===== src/rtl/wb_ram_arbiter.sv =====
// wb_ram_arbiter: two-master Wishbone classic arbiter sharing one RAM slave
// between the instruction-fetch bus (ibus) and the data bus (dbus).
// The grant is registered, so a request from IDLE reaches the slave one cycle later.
// A watchdog ends any granted strobe that the slave leaves unacknowledged.
// Build option: define WB_ARB_ROUND_ROBIN_EN to break ties in favour of the
// master that did not own the bus last. Without it, dbus has fixed priority.
module wb_ram_arbiter #(
    parameter int TIMEOUT = 16
) (
    input  logic        clk,
    input  logic        reset,
    input  logic [31:0] ibus_addr,
    input  logic [31:0] ibus_wdata,
    input  logic [3:0]  ibus_sel,
    input  logic        ibus_we,
    input  logic        ibus_cyc,
    input  logic        ibus_stb,
    output logic [31:0] ibus_rdata,
    output logic        ibus_ack,
    output logic        ibus_err,
    input  logic [31:0] dbus_addr,
    input  logic [31:0] dbus_wdata,
    input  logic [3:0]  dbus_sel,
    input  logic        dbus_we,
    input  logic        dbus_cyc,
    input  logic        dbus_stb,
    output logic [31:0] dbus_rdata,
    output logic        dbus_ack,
    output logic        dbus_err,
    output logic [31:0] ram_addr,
    output logic [31:0] ram_wdata,
    output logic [3:0]  ram_sel,
    output logic        ram_we,
    output logic        ram_cyc,
    output logic        ram_stb,
    input  logic [31:0] ram_rdata,
    input  logic        ram_ack
);

    localparam logic [1:0] S_IDLE  = 2'd0;
    localparam logic [1:0] S_GNT_I = 2'd1;
    localparam logic [1:0] S_GNT_D = 2'd2;

    // Final count value: the strobe cycle that sees this count with no ack
    // is the last one. The following cycle is the error cycle.
    localparam logic [7:0] WDT_LAST = 8'(TIMEOUT - 1);

    logic [1:0] r_state;
    logic [1:0] w_next;
    logic [7:0] r_wdt;
    logic       r_err;      // high during the error-termination cycle
    logic       w_req_i;
    logic       w_req_d;
    logic       w_own_i;
    logic       w_own_d;
    logic       w_cyc;
    logic       w_stb;
    logic       w_hit;
    logic       w_pick_d;   // tie-break result from IDLE: 1 = dbus

    assign w_req_i = ibus_cyc & ibus_stb;
    assign w_req_d = dbus_cyc & dbus_stb;
    assign w_own_i = (r_state == S_GNT_I);
    assign w_own_d = (r_state == S_GNT_D);

    // The error cycle keeps the grant so that err reaches the right master.
    // The slave must not see a live strobe in that cycle.
    assign w_cyc = ~r_err & ((w_own_i & ibus_cyc) | (w_own_d & dbus_cyc));
    assign w_stb = ~r_err & ((w_own_i & ibus_stb) | (w_own_d & dbus_stb));
    assign w_hit = w_stb & ~ram_ack & (r_wdt == WDT_LAST);

`ifdef WB_ARB_ROUND_ROBIN_EN
    logic r_last;           // most recent owner: 0 = ibus, 1 = dbus

    assign w_pick_d = ~r_last;

    // Track the latest grant for the round-robin tie-break
    always_ff @(posedge clk or negedge reset) begin
        if (!reset)
            r_last <= 1'b0;
        else if (w_next != S_IDLE)
            r_last <= (w_next == S_GNT_D);
    end
`else
    assign w_pick_d = 1'b1;
`endif

    // Grant selection: rearbitrate on ack, or when the owner drops cyc
    always_comb begin
        w_next = r_state;
        case (r_state)
            S_IDLE: begin
                if (w_req_i && w_req_d)
                    w_next = w_pick_d ? S_GNT_D : S_GNT_I;
                else if (w_req_d)
                    w_next = S_GNT_D;
                else if (w_req_i)
                    w_next = S_GNT_I;
            end
            S_GNT_I: begin
                if (r_err)
                    w_next = S_IDLE;
                else if (w_hit)
                    w_next = S_GNT_I;
                else if (ram_ack)
                    w_next = w_req_d ? S_GNT_D : (ibus_cyc ? S_GNT_I : S_IDLE);
                else if (!ibus_cyc)
                    w_next = w_req_d ? S_GNT_D : S_IDLE;
            end
            S_GNT_D: begin
                if (r_err)
                    w_next = S_IDLE;
                else if (w_hit)
                    w_next = S_GNT_D;
                else if (ram_ack) begin
`ifdef WB_ARB_ROUND_ROBIN_EN
                    w_next = w_req_i ? S_GNT_I : (dbus_cyc ? S_GNT_D : S_IDLE);
`else
                    if (w_req_d)
                        w_next = S_GNT_D;
                    else if (w_req_i)
                        w_next = S_GNT_I;
                    else
                        w_next = dbus_cyc ? S_GNT_D : S_IDLE;
`endif
                end
                else if (!dbus_cyc)
                    w_next = w_req_i ? S_GNT_I : S_IDLE;
            end
            default: w_next = S_IDLE;
        endcase
    end

    // Grant state, error flag and watchdog count
    always_ff @(posedge clk or negedge reset) begin
        if (!reset) begin
            r_state <= S_IDLE;
            r_err   <= 1'b0;
            r_wdt   <= 8'd0;
        end else begin
            r_state <= w_next;
            r_err   <= w_hit;
            if (r_err || w_hit || ram_ack || (w_next != r_state))
                r_wdt <= 8'd0;
            else if (w_stb)
                r_wdt <= r_wdt + 8'd1;
        end
    end

    assign ram_addr   = w_own_i ? ibus_addr  : (w_own_d ? dbus_addr  : 32'd0);
    assign ram_wdata  = w_own_i ? ibus_wdata : (w_own_d ? dbus_wdata : 32'd0);
    assign ram_sel    = w_own_i ? ibus_sel   : (w_own_d ? dbus_sel   : 4'd0);
    assign ram_we     = w_own_i ? ibus_we    : (w_own_d ? dbus_we    : 1'b0);
    assign ram_cyc    = w_cyc;
    assign ram_stb    = w_stb;

    assign ibus_ack   = w_own_i & ram_ack & ~r_err;
    assign dbus_ack   = w_own_d & ram_ack & ~r_err;
    assign ibus_err   = w_own_i & r_err;
    assign dbus_err   = w_own_d & r_err;
    assign ibus_rdata = w_own_i ? ram_rdata : 32'd0;
    assign dbus_rdata = w_own_d ? ram_rdata : 32'd0;

endmodule


===== config.mk =====
export PLATFORM = sky130hd
export DESIGN_NAME = wb_ram_arbiter
export DESIGN_NICKNAME = d
export VERILOG_FILES = /design/src/rtl/wb_ram_arbiter.sv
export SDC_FILE = /design/constraint.sdc
export NUM_CORES = 1
export LEC_CHECK = 0
export CORE_AREA = 2 2 123 125
export DETAILED_ROUTE_END_ITERATION = 7
export DIE_AREA = 0 0 125 127
export PLACE_DENSITY = 0.65
export SLEW_MARGIN = 25
export SYNTH_ARGS = -nofsm -noshare
export SYNTH_HDL_FRONTEND = slang
export SYNTH_SLANG_ARGS = --single-unit

===== constraint.sdc =====
create_clock -name clk -period 5.7 [get_ports clk]
set_input_delay 1.14 -clock clk [delete_from_list [all_inputs] [get_ports clk]]
set_output_delay 1.14 -clock clk [all_outputs]
set_load 0.01 [all_outputs]

After elaboration in Yosys (flattened, before gate mapping)
Index checks and enable logic that the tools add are counted.

Memory bits (writable): 0. Latch bits: 0. Input bits: 177. Memories kept: 0. Word-level logic and storage cells: 65. Register bits: 11. Output and inout bits: 139. Memory bits (read-only): 0.

Shift-type cells: 0. Multipliers: 0. Bitwise gates (word level): 20. Magnitude comparators: 0. Reduce and logical (&&, ||, !) cells: 6. $add $sub $neg: 1. Div/mod/pow operators: 0. Multiplexer cells: 31. Eq/ne operators: 4.

Operators by type and width (count): 2-to-1 mux 32 bit (6); 2-to-1 mux 2 bit (16); bitwise AND 1 bit (16); 2-to-1 mux 8 bit (2); adder 8 x 1 -> 8 bit (second input constant) (1); == test 8 x 4 -> 1 bit (second input constant) (1); 2-to-1 mux 4 bit (2); one-hot mux 2 bit (3 select lines) (1); 2-to-1 mux 1 bit (4); logical OR 1 bit (3); == test 2 x 1 -> 1 bit (second input constant) (1); == test 2 bit (second input constant) (1); zero test 2 bit (1); != test 2 bit (1); inverter 1 bit (2); OR 1 bit (2); nonzero test 2 bit (1); logical AND 1 bit (1).

Depth between registers and ports, before layout
Depth after elaboration: 12. Depth in mapped cells: 5. Gate-level depth less buffers: 5.

Worst setup path after synthesis
Ideal clock, no wire load.

Kind: input-to-output. From: input port dbus_stb. To: output port ram_stb. Arrival time: 1761 ps. Stages: 3. Setup slack: 2799 ps. Data required time: 4560 ps. Cells stage by stage: buf_6 > nand3b_1 > a21oi_1.

Cells in the longest elaborated chain, start to end: 3.

RTL lines: start, declared (RTL line 26) `input logic dbus_stb,`; bitwise AND 1 bit (RTL line 69) `assign w_stb = ~r_err & ((w_own_i & ibus_stb) | (w_own_d & dbus_stb));`; OR 1 bit (RTL line 69); bitwise AND 1 bit (RTL line 69); end, declared (RTL line 35) `output logic ram_stb,`.

No other way between the ends.

Final worst setup path
Ends and elaborated chain as after synthesis.

==> results by group <==
Outcome
  • Status: completed

Yosys
  • FFs w/ async S/R, synth: 1.00
  • Top_reg_cell synth: dfrtp_1
  • Post-synth top area share: 0.305
  • Seq cells post-synth: 11
  • Syn nets: roughly 420
  • Cells after Synth: 246
  • Warnings from Yosys: 0
  • Post-synth EDFFs: 0
  • Syn Std Cell Area: just under 2000 sq um
  • Area leader, netlist: a22o_1
  • Seq/Total Area, Yosys: 0.139
  • Library cells used by synthesis: 48
  • Syn Area/Cell: 8.07 sq um
  • Synth top area cells: a22o_1 30%, and2_1 21%, dfrtp_1 14%

Worst setup path
  • Most frequent CP cell: clkdlybuf4s50_1
  • Critical Path End Type: primary output
  • Worst Path Required: 4.56 ns
  • WP buf/inv: 2
  • Kind of critical path: in2out
  • Critical path launch point type: input port
  • Slowest cell on crit path: clkdlybuf4s50_1
  • Critical Path Fanout Max: 9
  • Worst path cell trace: clkdlybuf4s50_1, nand3b_1, a21oi_1, clkdlybuf4s50_1
  • Flop-to-flop setup slack: between 3 and 4 ns
  • Family with the most delay on the worst path: buffers and inverters
  • Worst Path Arrival: 2.99 ns
  • Largest stage delay, worst path: 0.64 ns

GRT
  • Overall Global Routing Usage: 0.165
  • Number of global-route vias before repair: about 3300
  • Pin count of the biggest net entering global routing: 48
  • Total grt overflow: 0
  • First-pass GRT wire length: 20300 um
  • Initial antenna violation count: 0

Power
  • Lkg Pwr: approximately 0.002 uW
  • Power density over the cells: 149 nW/um^2
  • Peak supply drop: approximately 80 uV

Clock network
  • CTS Buf Count: 3
  • Skew-Pair Late Insertion Delay: ~0.24 ns
  • Clock buffer depth: 2
  • Post-CTS Setup Repair Bufs: 0
  • PostCTS Resize Cnt: 0
  • Cts hold-fix bufs: 0
  • Reg clk slew, reported paths: 0.04 ns
  • Sink Count: 11
  • Root buf cell: clkbuf_16
  • Number of H-tree levels: 1
  • CTS tree: built

Timing
  • F_max: between 200 and 250 MHz
  • RSZ-0062 raised after global routing: false
  • Worst-Margin Slew: around 0.76 ns
  • Final setup fails: 0
  • Final Cycle Share: 0.724
  • Total negative slack: 0 ns
  • Max Clock Skew: around 0.0016 ns
  • Slew HR: 0.493
  • Final Hold Viols: 0
  • Setup WS post-layout: ~1.6 ns
  • Max Slew Vio Count: 0
  • Min cycle time layout: about 4.1 ns

Detailed routing
  • Drt pass-1 iters: 4
  • Remaining DRCs: 0
  • Final ANT Viol Nets: 0
  • Avg WL per Cell: 19.8 um
  • Drt total wl: 14400 um
  • Vias per cell: 4.50
  • Vias: 3265
  • DRT iter0 DRCs: 265

Layout
  • Share of cells above drive strength 1: 0.0351
  • Layout overhead on the synthesized area: 170%
  • N_diodes: 0
  • Fillcell total: 1473
  • Nets: 720
  • Sequential cell area: between 200 and 300 sq um
  • Multi-input gate area: 1590 sq um

Floorplanning
  • Row count: 44
  • Core outline area: 14400 sq um
  • Initial Util: 0.138
  • IO Pins: 316
  • Die width: 125 um
  • Die area: 15900 sq um
  • Die Ht: 127 um

Min path
  • Hold WC Path Type: reg2reg

Flow run
  • Max-cap viol count: 0

Place
  • Port-buffer cells: 315
  • Place WS: 1.60 ns
  • GPL Wtd Cong: 0.869
  • Dpl hpwl: 11800 um
[where the power goes]
part	internal [uW]	leakage (uW)	switching (uW)	total (uW)
clock network	93.9	0.0000382	35.0	129
logic	344	0.00182	235	579
registers	80.6	0.000152	7.81	88.4
total	519	0.00201	278	797
[area by class of cell]
class / count / area share
Tap cell: 184 / 0.0430
Clock buffer: 4 / 0.0147
Inverter: 1 / 0.000700
Multi-Input combinational cell: 206 / 0.296
Sequential cell: 11 / 0.0514
Timing Repair Buffer: 319 / 0.594
[flip-flops by register name, indices dropped and copies added, names as in the netlist]
name,count
r_wdt,8
r_err,1
r_state,2
[worst register-to-register path, cell delays in order (launching register included)]
cell and delay (ns):
dfrtp_1 0.64, nor2b_4 0.67, buf_4 0.51, o2111ai_1 0.17, mux2_2 0.28, o21ai_1 0.10
[kinds of logic after synthesis]
group,count (synthesis),synth area share
and+or+nand+nor,99,0.327
xor gates and xnor gates,7,0.0309
DFF,11,0.139
muxes,2,0.0107
buffers and inverters,29,0.0681
AOI/OAI and AO/OA,97,0.418
adders and majority gates,1,0.00630
[layer usage]
layer | part of all wire | track usage
met5 | 0 | 0
met1 | 0.39 | 0.196
met3 | 0.14 | 0.0829
met4 | 0.011 | 0.0235
met2 | 0.46 | 0.275
[metrics by stage]
stage | hold slack [ns] | instances | cell area (sq um) | power, uW | util
floorplan | 0.544 | 246 | 1980 | 297 | -
global placement | 0.560 | 721 | 5280 | 666 | 0.366
detailed placement | 0.582 | 721 | 5280 | 668 | 0.366
CTS | 0.594 | 725 | 5360 | 803 | 0.372
global route | 0.627 | 725 | 5360 | 839 | 0.372
finish | 0.593 | 725 | 5360 | 797 | 0.372
[synthesized netlist by cell type, types with 3 or more instances]
master	n
a22o_1	69
and2_1	68
clkbuf_1	20
dfrtp_1	11
a211oi_1	5
nor3_1	5
xor2_1	5
a21oi_1	4
a22oi_1	3
buf_1	3
nand2b_1	3
nand3_1	3
o211ai_1	3
[worst paths after layout]
kind / start / end / depth (start not counted)
worst max-delay path: dbus_stb / ram_stb / 4
worst min-delay path: r_wdt[7] / r_wdt[7] / 2
worst max register to register: r_state[0] / r_state[1] / 5
worst min register to register: r_wdt[7] / r_wdt[7] / 2
max in group asynchronous: reset / r_wdt[1] / 1
min in group asynchronous: reset / r_wdt[3] / 1
[cells in the final DEF (no fill, tap or decap), drive strengths merged, types with 2 or more instances in the layout]
cell type and instances:
o21ai 5, nor2 2, o211ai 3, a22o 69, nand3b 3, and4bb 2
clkbuf 4, o2111ai 2, nand3 3, a22oi 3, nand2 2, nand2b 3
xor2 5, nor2b 2, and2 68, nor3 5, clkdlybuf4s50 315, xnor2 2
dfrtp 11, a21oi 4, buf 4, a211oi 5
No activity file was read; power rests on OpenSTA's default activity.
